==> config.mk <==
export PLATFORM = sky130hd
export DESIGN_NAME = apb_master
export DESIGN_NICKNAME = d
export VERILOG_FILES = /design/src/rtl/apb_pkg.sv /design/src/rtl/apb_timeout_ctr.sv /design/src/rtl/apb_master.sv
export SDC_FILE = /design/constraint.sdc
export NUM_CORES = 1
export LEC_CHECK = 0
export BUFFER_PORTS_ARGS = -buffer_cell sky130_fd_sc_hd__buf_4
export CAP_MARGIN = 20
export CORE_UTILIZATION = 40
export CTS_BUF_LIST = sky130_fd_sc_hd__clkbuf_16
export DETAILED_ROUTE_END_ITERATION = 8
export GPL_TIMING_DRIVEN = 0
export PLACE_DENSITY_LB_ADDON = 0.12
export RECOVER_POWER = 50
export SLEW_MARGIN = 40
export SYNTH_ARGS = -nofsm -noshare
export SYNTH_HDL_FRONTEND = slang
export SYNTH_SLANG_ARGS = --single-unit
==> constraint.sdc <==
create_clock -name PCLK -period 2.46 [get_ports PCLK]
set_input_delay 0 -clock PCLK [delete_from_list [all_inputs] [get_ports PCLK]]
set_output_delay 0 -clock PCLK [all_outputs]
set_load 0.01 [all_outputs]
==> src/rtl/apb_pkg.sv <==
// Shared APB definitions: transfer FSM states and default bus widths.
// The peripheral slaves on this bus import the same package.
package apb_pkg;

  localparam int APB_ADDR_W = 8;
  localparam int APB_DATA_W = 8;

  typedef enum logic [1:0] {
    IDLE   = 2'd0,
    SETUP  = 2'd1,
    ACCESS = 2'd2
  } apb_state_e;

  // A zero timeout still needs a one-bit counter so the port widths stay legal.
  function automatic int ctrWidth(input int timeout);
    return (timeout > 0) ? $clog2(timeout + 1) : 1;
  endfunction

endpackage

==> src/rtl/apb_timeout_ctr.sv <==
// Wait-state counter for the ACCESS phase.
// It flags the last allowed wait cycle and saturates instead of wrapping.
module apb_timeout_ctr
  import apb_pkg::*;
#(
  parameter int TIMEOUT = 16
) (
  input  logic PCLK,
  input  logic PRESETn,
  input  logic i_clear,
  input  logic i_enable,
  output logic o_terminal
);

  localparam int CW     = ctrWidth(TIMEOUT);
  localparam int TERM_I = (TIMEOUT > 0) ? TIMEOUT - 1 : 0;
  localparam logic [CW-1:0] TERM = CW'(TERM_I);
  localparam logic [CW-1:0] MAXV = '1;

  logic [CW-1:0] r_cnt;

  always_ff @(posedge PCLK or negedge PRESETn) begin
    if (!PRESETn) begin
      r_cnt <= '0;
    end else if (i_clear) begin
      r_cnt <= '0;
    end else if (i_enable && (r_cnt != MAXV)) begin
      r_cnt <= r_cnt + CW'(1);
    end
  end

  assign o_terminal = (TIMEOUT != 0) && (r_cnt == TERM);

endmodule

==> src/rtl/apb_master.sv <==
// APB3 requester: single-beat command/response front end driving SETUP/ACCESS
// transfers, with PSLVERR reporting and a wait-state timeout abort.
module apb_master
  import apb_pkg::*;
#(
  parameter int ADDR_W  = APB_ADDR_W,
  parameter int DATA_W  = APB_DATA_W,
  parameter int TIMEOUT = 16
) (
  input  logic              PCLK,
  input  logic              PRESETn,
  input  logic              i_cmd_valid,
  output logic              o_cmd_ready,
  input  logic              i_cmd_write,
  input  logic [ADDR_W-1:0] i_cmd_addr,
  input  logic [DATA_W-1:0] i_cmd_wdata,
  output logic              o_rsp_valid,
  output logic [DATA_W-1:0] o_rsp_rdata,
  output logic              o_rsp_err,
  output logic              o_rsp_timeout,
  output logic              o_PSEL,
  output logic              o_PENABLE,
  output logic              o_PWRITE,
  output logic [ADDR_W-1:0] o_PADDR,
  output logic [DATA_W-1:0] o_PWDATA,
  input  logic [DATA_W-1:0] i_PRDATA,
  input  logic              i_PREADY,
  input  logic              i_PSLVERR
);

  apb_state_e        r_state, w_nextState;
  logic              r_psel, w_psel;
  logic              r_penable, w_penable;
  logic              r_pwrite, w_pwrite;
  logic [ADDR_W-1:0] r_paddr, w_paddr;
  logic [DATA_W-1:0] r_pwdata, w_pwdata;
  logic              r_rspValid, w_rspValid;
  logic [DATA_W-1:0] r_rspRdata, w_rspRdata;
  logic              r_rspErr, w_rspErr;
  logic              r_rspTimeout, w_rspTimeout;
  logic              w_ctrClear, w_ctrEnable, w_terminal;

  apb_timeout_ctr #(.TIMEOUT(TIMEOUT)) u_timeout (
    .PCLK      (PCLK),
    .PRESETn   (PRESETn),
    .i_clear   (w_ctrClear),
    .i_enable  (w_ctrEnable),
    .o_terminal(w_terminal)
  );

  always_ff @(posedge PCLK or negedge PRESETn) begin
    if (!PRESETn) begin
      r_state      <= IDLE;
      r_psel       <= 1'b0;
      r_penable    <= 1'b0;
      r_pwrite     <= 1'b0;
      r_paddr      <= '0;
      r_pwdata     <= '0;
      r_rspValid   <= 1'b0;
      r_rspRdata   <= '0;
      r_rspErr     <= 1'b0;
      r_rspTimeout <= 1'b0;
    end else begin
      r_state      <= w_nextState;
      r_psel       <= w_psel;
      r_penable    <= w_penable;
      r_pwrite     <= w_pwrite;
      r_paddr      <= w_paddr;
      r_pwdata     <= w_pwdata;
      r_rspValid   <= w_rspValid;
      r_rspRdata   <= w_rspRdata;
      r_rspErr     <= w_rspErr;
      r_rspTimeout <= w_rspTimeout;
    end
  end

  // Bus and response fields hold by default; rsp_valid is a single-cycle pulse.
  always_comb begin
    w_nextState  = r_state;
    w_psel       = r_psel;
    w_penable    = r_penable;
    w_pwrite     = r_pwrite;
    w_paddr      = r_paddr;
    w_pwdata     = r_pwdata;
    w_rspValid   = 1'b0;
    w_rspRdata   = r_rspRdata;
    w_rspErr     = r_rspErr;
    w_rspTimeout = r_rspTimeout;
    w_ctrClear   = 1'b0;
    w_ctrEnable  = 1'b0;
    case (r_state)
      IDLE: begin
        w_ctrClear = 1'b1;
        if (i_cmd_valid) begin
          w_pwrite    = i_cmd_write;
          w_paddr     = i_cmd_addr;
          w_pwdata    = i_cmd_wdata;
          w_psel      = 1'b1;
          w_penable   = 1'b0;
          w_nextState = SETUP;
        end
      end
      SETUP: begin
        w_ctrClear  = 1'b1;
        w_penable   = 1'b1;
        w_nextState = ACCESS;
      end
      ACCESS: begin
        // Completion is checked before the timeout so a late PREADY still wins.
        if (i_PREADY) begin
          w_psel       = 1'b0;
          w_penable    = 1'b0;
          w_rspValid   = 1'b1;
          w_rspErr     = i_PSLVERR;
          w_rspTimeout = 1'b0;
          w_rspRdata   = r_pwrite ? '0 : i_PRDATA;
          w_nextState  = IDLE;
        end else if (w_terminal) begin
          w_psel       = 1'b0;
          w_penable    = 1'b0;
          w_rspValid   = 1'b1;
          w_rspErr     = 1'b1;
          w_rspTimeout = 1'b1;
          w_rspRdata   = '0;
          w_nextState  = IDLE;
        end else begin
          w_ctrEnable = 1'b1;
        end
      end
      default: w_nextState = IDLE;
    endcase
  end

  assign o_cmd_ready   = (r_state == IDLE);
  assign o_rsp_valid   = r_rspValid;
  assign o_rsp_rdata   = r_rspRdata;
  assign o_rsp_err     = r_rspErr;
  assign o_rsp_timeout = r_rspTimeout;
  assign o_PSEL        = r_psel;
  assign o_PENABLE     = r_penable;
  assign o_PWRITE      = r_pwrite;
  assign o_PADDR       = r_paddr;
  assign o_PWDATA      = r_pwdata;

endmodule
==> Word-level counts from Yosys, hierarchy flattened <==
Index checks and enable logic that the tools add are counted.
{ "word_totals": {"reg_bits": 37, "inputBits": 30, "out_inout_bits": 31, "elab_cells": 55} }
{ "op_classes": {"add_sub_neg": 1, "eq_ne": 6, "n_mux": 25, "reduce_logical": 12} }
{ "op_table": {"columns": ["cell", "count"], "rows": [
  ["$mux 8", 3],
  ["$mux 1", 14],
  ["$mux 5", 2],
  ["$mux 2", 3],
  ["$pmux 2 s3", 1],
  ["$reduce_and 2->1", 3],
  ["$reduce_and 3->1", 2],
  ["$reduce_bool 2->1", 3],
  ["$add 5x1->5 const B", 1],
  ["$eq 5x4->1 const B", 1],
  ["$ne 5x5->1 const B", 1],
  ["$ne 3x2->1 const B", 1],
  ["$pmux 1 s3", 1],
  ["$reduce_bool 3->1", 1],
  ["$eq 2x1->1 const B", 1],
  ["$eq 2x2->1 const B", 1],
  ["$logic_not 2->1", 1],
  ["$ne 2x2->1 const B", 1],
  ["$pmux 1 s2", 1],
  ["$reduce_or 2->1", 1],
  ["$logic_and 1x1->1", 1]
]} }

==> Depth between registers and ports, before layout <==
{ "depth": {"ltp_word": 7, "ltp_mapped": 6} }

==> Cells and area by module <==
Synthesis repeated with hierarchy kept, for this count alone.
{ "hier_totals": {"cells_unflattened": 121, "hier_area_um2": 1612.8} }
{ "modules_own_cells": {"columns": ["module", "n_inst", "cells_each", "area_per_inst_um2", "seq_area_each_um2"], "rows": [
  ["apb_master", 1, 97, 1340.0, 800.8],
  ["apb_timeout_ctr", 1, 24, 272.8, 125.1]
]} }

==> Worst setup path before layout <==
OpenSTA, ideal clock, no wires.
{ "synth_path": {"path_type": "reg2reg", "start": "register u_timeout.r_cnt[0]", "end": "register u_timeout.r_cnt[3]", "arrival_ns": 1.618, "t_required_ns": 2.337, "slack_ns": 0.719, "stages_incl_launch_ff": 7, "synth_period_minus_slack_ns": 1.741, "cell_sequence": "dfrtp_1 -> ha_1 -> and3_1 -> ha_1 -> nor4_4 -> nand4_1 -> mux2i_1"} }
{ "synth_via": {"elab_chain_cells": 6, "word_cells_on_any_way": 10, "cone_classes": "1 x add/sub; 2 x eq/ne; 5 x mux; 2 x reduce/logical"} }
{ "synth_rtl": {"columns": ["item", "line", "source"], "rows": [
  ["from (decl)", "apb_timeout_ctr.sv:20", "logic [CW-1:0] r_cnt;"],
  ["from (signal assigned)", "apb_timeout_ctr.sv:28", "r_cnt <= r_cnt + CW'(1);"],
  ["$eq 5x4->1", "apb_timeout_ctr.sv:32", "assign o_terminal = (TIMEOUT != 0) && (r_cnt == TERM);"],
  ["$mux 1", "apb_master.sv:118", "end else if (w_terminal) begin"],
  ["$mux 1", "apb_master.sv:110", "if (i_PREADY) begin"],
  ["$mux 1", "apb_master.sv:91", "case (r_state)"],
  ["$logic_and 1x1->1", "apb_timeout_ctr.sv:27", "end else if (i_enable && (r_cnt != MAXV)) begin"],
  ["$reduce_bool 2->1 (no line)", null, null]
]} }
Several ways; a longest one is shown, not always the timed one. The select of a mux whose other input is x is not followed.
A chain may end at the register's enable or synchronous reset.

==> Worst setup path after layout <==
Same ends and word-level chain as after synthesis.

==> flow_summary.ini <==
[power_and_ir_drop]
totalPowerFinal_mw = 2.568
p_leak_nw = 1.128
intPower_mw = 1.738
swShare_pct = 32.30
p_seq_share_pct = 39.3
power.density_nw_per_um2 = 1078
ir_drop_v = 0.0005732
pwr-share-clk_pct = 22.6
switchingPower_mw = 0.8293
pwr-share-comb_pct = 38.1

[flow_run]
cap_violations = 0

[route]
wl_per_cell_um = 13.19
drtIter0Drc = 53
drc = 0
routed-via-count = 1244
via_per_inst = 4.748
drt_first_pass_iters = 4
antenna_left = 0
totalWireLength_mm = 3.455

[sta]
drv_slew = 0
fin_crit_sh_pct = 75.37
hold_viol_final = 0
setup_viol = 0
finClkSkew_ns = 0.003484
tightest_slew_ns = 0.5124
setup_tns_ns = 0
worst_slack_ns = 0.6060
fmax_mhz = 539.4
rsz0062_at_grt = no
fin_crit_ns = 1.854
relSlewSlack_pct = 65.71

[worst_setup_path]
cp-endpoint = u_timeout.r_cnt[3]
path_common_cell = ha_1
r2r_cells = 6
crit_chain = ha_1 -> and3_1 -> ha_1 -> nor4_4 -> nand4_1 -> mux2i_1
crit_start = u_timeout.r_cnt[0]
start_kind = register
r2r-end = u_timeout.r_cnt[3]
cp_slowest_stage_delay_ns = 0.40
worstSetupEndpointType = register
rrSetupSlack_ns = 0.61
critical_path_class = reg -> reg
critical_path.slowest_cell = dfrtp_1
crit_required_ns = 2.62
arrival_ns = 2.01
r2r_start = u_timeout.r_cnt[0]
worstPathMaxFanout = 5

[logic_synthesis]
synthArstFlopShare_pct = 100.0
synth_cells = 120
ys_types = 23
syn-num-nets = 153
synth_area_leader_cell = dfrtp_1
synth_common_cells = 37 x dfrtp_1, 17 x mux2_2, 16 x o21ai_0, 12 x nand2_1, 5 x nor2_1
ys_seq_area_share_pct = 60.76
synth_top_cell_area_share_pct = 60.76
syn_area_sq_um = 1524
yosys_most_used_dff = dfrtp_1
synth_edf_count = 0
ys_top_cells_by_area = dfrtp_1 61%, mux2_2 13%, o21ai_0 5.3%
syn_area_per_cell_sq_um = 12.70
yosys_warnings = 0
yosys.cell_count.top_type = dfrtp_1
synth-seq-cells = 37

[die]
die_height_um = 63.73
fp.coreArea_sq_um = 3661
rows = 22
ios = 61
die_area_sq_um = 4061
initial_core_util_pct = 41.63
die_x_um = 63.73

[place]
portBuffers = 60
globalplace.congestion = 0.7368
dpl.hpwl_mm = 2.276
pre_cts_ws_ns = 0.6024

[clock_network]
post_cts_resized = 0
cts-root-buf = clkbuf_16
tritoncts = yes
clock_path_buffers = 2
clkSinkCount = 37
cts_buffers = 5
insertion_delay_ns = 0.28
clk_pin_slew_worst_paths_ns = 0.05
h-tree-depth = 2

[min_path]
hold_depth = 3
hold_class = in -> reg

[cells_and_area]
fin_nets = 247
drive_above_1_share_pct = 34.11
diodes = 0
area_growth_pct = 56.24
final_core_util_pct = 65.04
fillers = 292

[global_routing]
use_met2_pct = 32.18
grt_pass1_vias = 1248
top_usage_layer = met2
use_met3_pct = 7.246
grt_pass1_wl_mm = 5.796
met1_usage_pct = 22.16
grt_max_degree = 38
grt_overflow = 0
antenna_found_initial = 0
grtUsageTotal_pct = 19.06

[status]
status = completed
layout by cell type (no fill, tap or decap), types with 2 or more instances in the layout:
cell type and count:
buf_2 2, ha_1 3, and2_1 2, inv_1 4
buf_4 45, clkbuf_16 5, buf_6 2, nor2b_1 2
nand2b_1 3, dfrtp_1 37, a21oi_1 2, nand2_1 12
a21o_1 2, o21ai_0 16, clkbuf_1 15, nor2_1 5
mux2i_1 4, mux2_2 17, dlygate4sd3_1 27
sequential cells by signal, indices dropped and copies added (netlist names):
signal / count
o_PSEL: 1
o_rsp_err: 1
o_PWRITE: 1
o_PENABLE: 1
o_rsp_timeout: 1
u_timeout.r_cnt: 5
o_PADDR: 8
r_state: 2
o_rsp_valid: 1
o_rsp_rdata: 8
o_PWDATA: 8
worst min path at each step:
| stage | slack, ns | from | endpoint |
|---|---|---|---|
| after floorplan | -0.30 | PRESETn | o_PADDR[0] |
| after global placement | -0.02 | PRESETn | o_rsp_valid |
| after detailed placement | -0.01 | PRESETn | o_rsp_rdata[6] |
| after CTS | 0.006 | i_PRDATA[5] | o_rsp_rdata[5] |
| after global routing | 0.03 | i_PRDATA[5] | o_rsp_rdata[5] |
| final | 0.005 | i_PRDATA[5] | o_rsp_rdata[5] |
cell families (layout without fill, tap and decap cells):
kind of cell / count (synthesis) / after routing / share of synthesized area, %
XOR/XNOR: 1 / 1 / 0.5748
adder cells (fa/ha/maj): 3 / 3 / 2.463
multiplexers: 21 / 21 / 15.19
AND/OR/NAND/NOR: 29 / 29 / 10.10
buffers and inverters: 7 / 101 / 2.873
AO/OA/AOI/OAI: 22 / 22 / 8.046
flip-flops: 37 / 37 / 60.76
layer usage:
metal / part of all wire, % / wire (um) / up-vias
li1: - / - / 597
met1: 42 / 1450 / 589
met2: 49 / 1699 / 52
met3: 7.6 / 262 / 6
met4: 1.2 / 42 / 0
met5: 0 / 0 / -
power by group through the flow:
stage | Clock [mW] | Sequential, mW | Combinational (mW)
2_1_floorplan | 0 | 1.11 | 0.421
3_3_place_gp | 0 | 1.00 | 1.02
3_5_place_dp | 0 | 1.02 | 1.04
4_1_cts | 0.596 | 1.01 | 1.08
5_1_grt | 0.627 | 1.04 | 1.07
6_report | 0.581 | 1.01 | 0.978
through the flow:
step,hold slack (ns),area (sq um),std cells
6_report,0.004648,2381,262
5_1_grt,0.03391,2381,262
4_1_cts,0.006185,2437,262
3_5_place_dp,-0.01350,2034,228
3_3_place_gp,-0.02097,2034,228
2_1_floorplan,-0.2956,1524,120
critical path: cells and delay by family, from the launching register on:
family                     cells  cell delay (ns)
muxes                          1             0.14
DFF                            1             0.40
and+or+nand+nor                3             0.73
adders and majority gates      2             0.46
layout make-up:
class | instances | area (sq um) | share of cell area, %
well taps | 48 | 60.06 | 2.522
flip-flops and latches | 37 | 925.9 | 38.89
clock inverters | 2 | 7.507 | 0.3153
clock buffers | 5 | 125.1 | 5.255
inverters | 3 | 11.26 | 0.4729
repair buffers | 87 | 664.4 | 27.90
multi-input cells | 76 | 554.3 | 23.28
plain buffers | 4 | 32.53 | 1.366
timing repair:
item | in CTS | in global routing
setup buffers | 0 | 0
hold buffers | 27 | 0
endpoints found under the hold margin | 63 | 0
(Power assumes the default switching activity.)
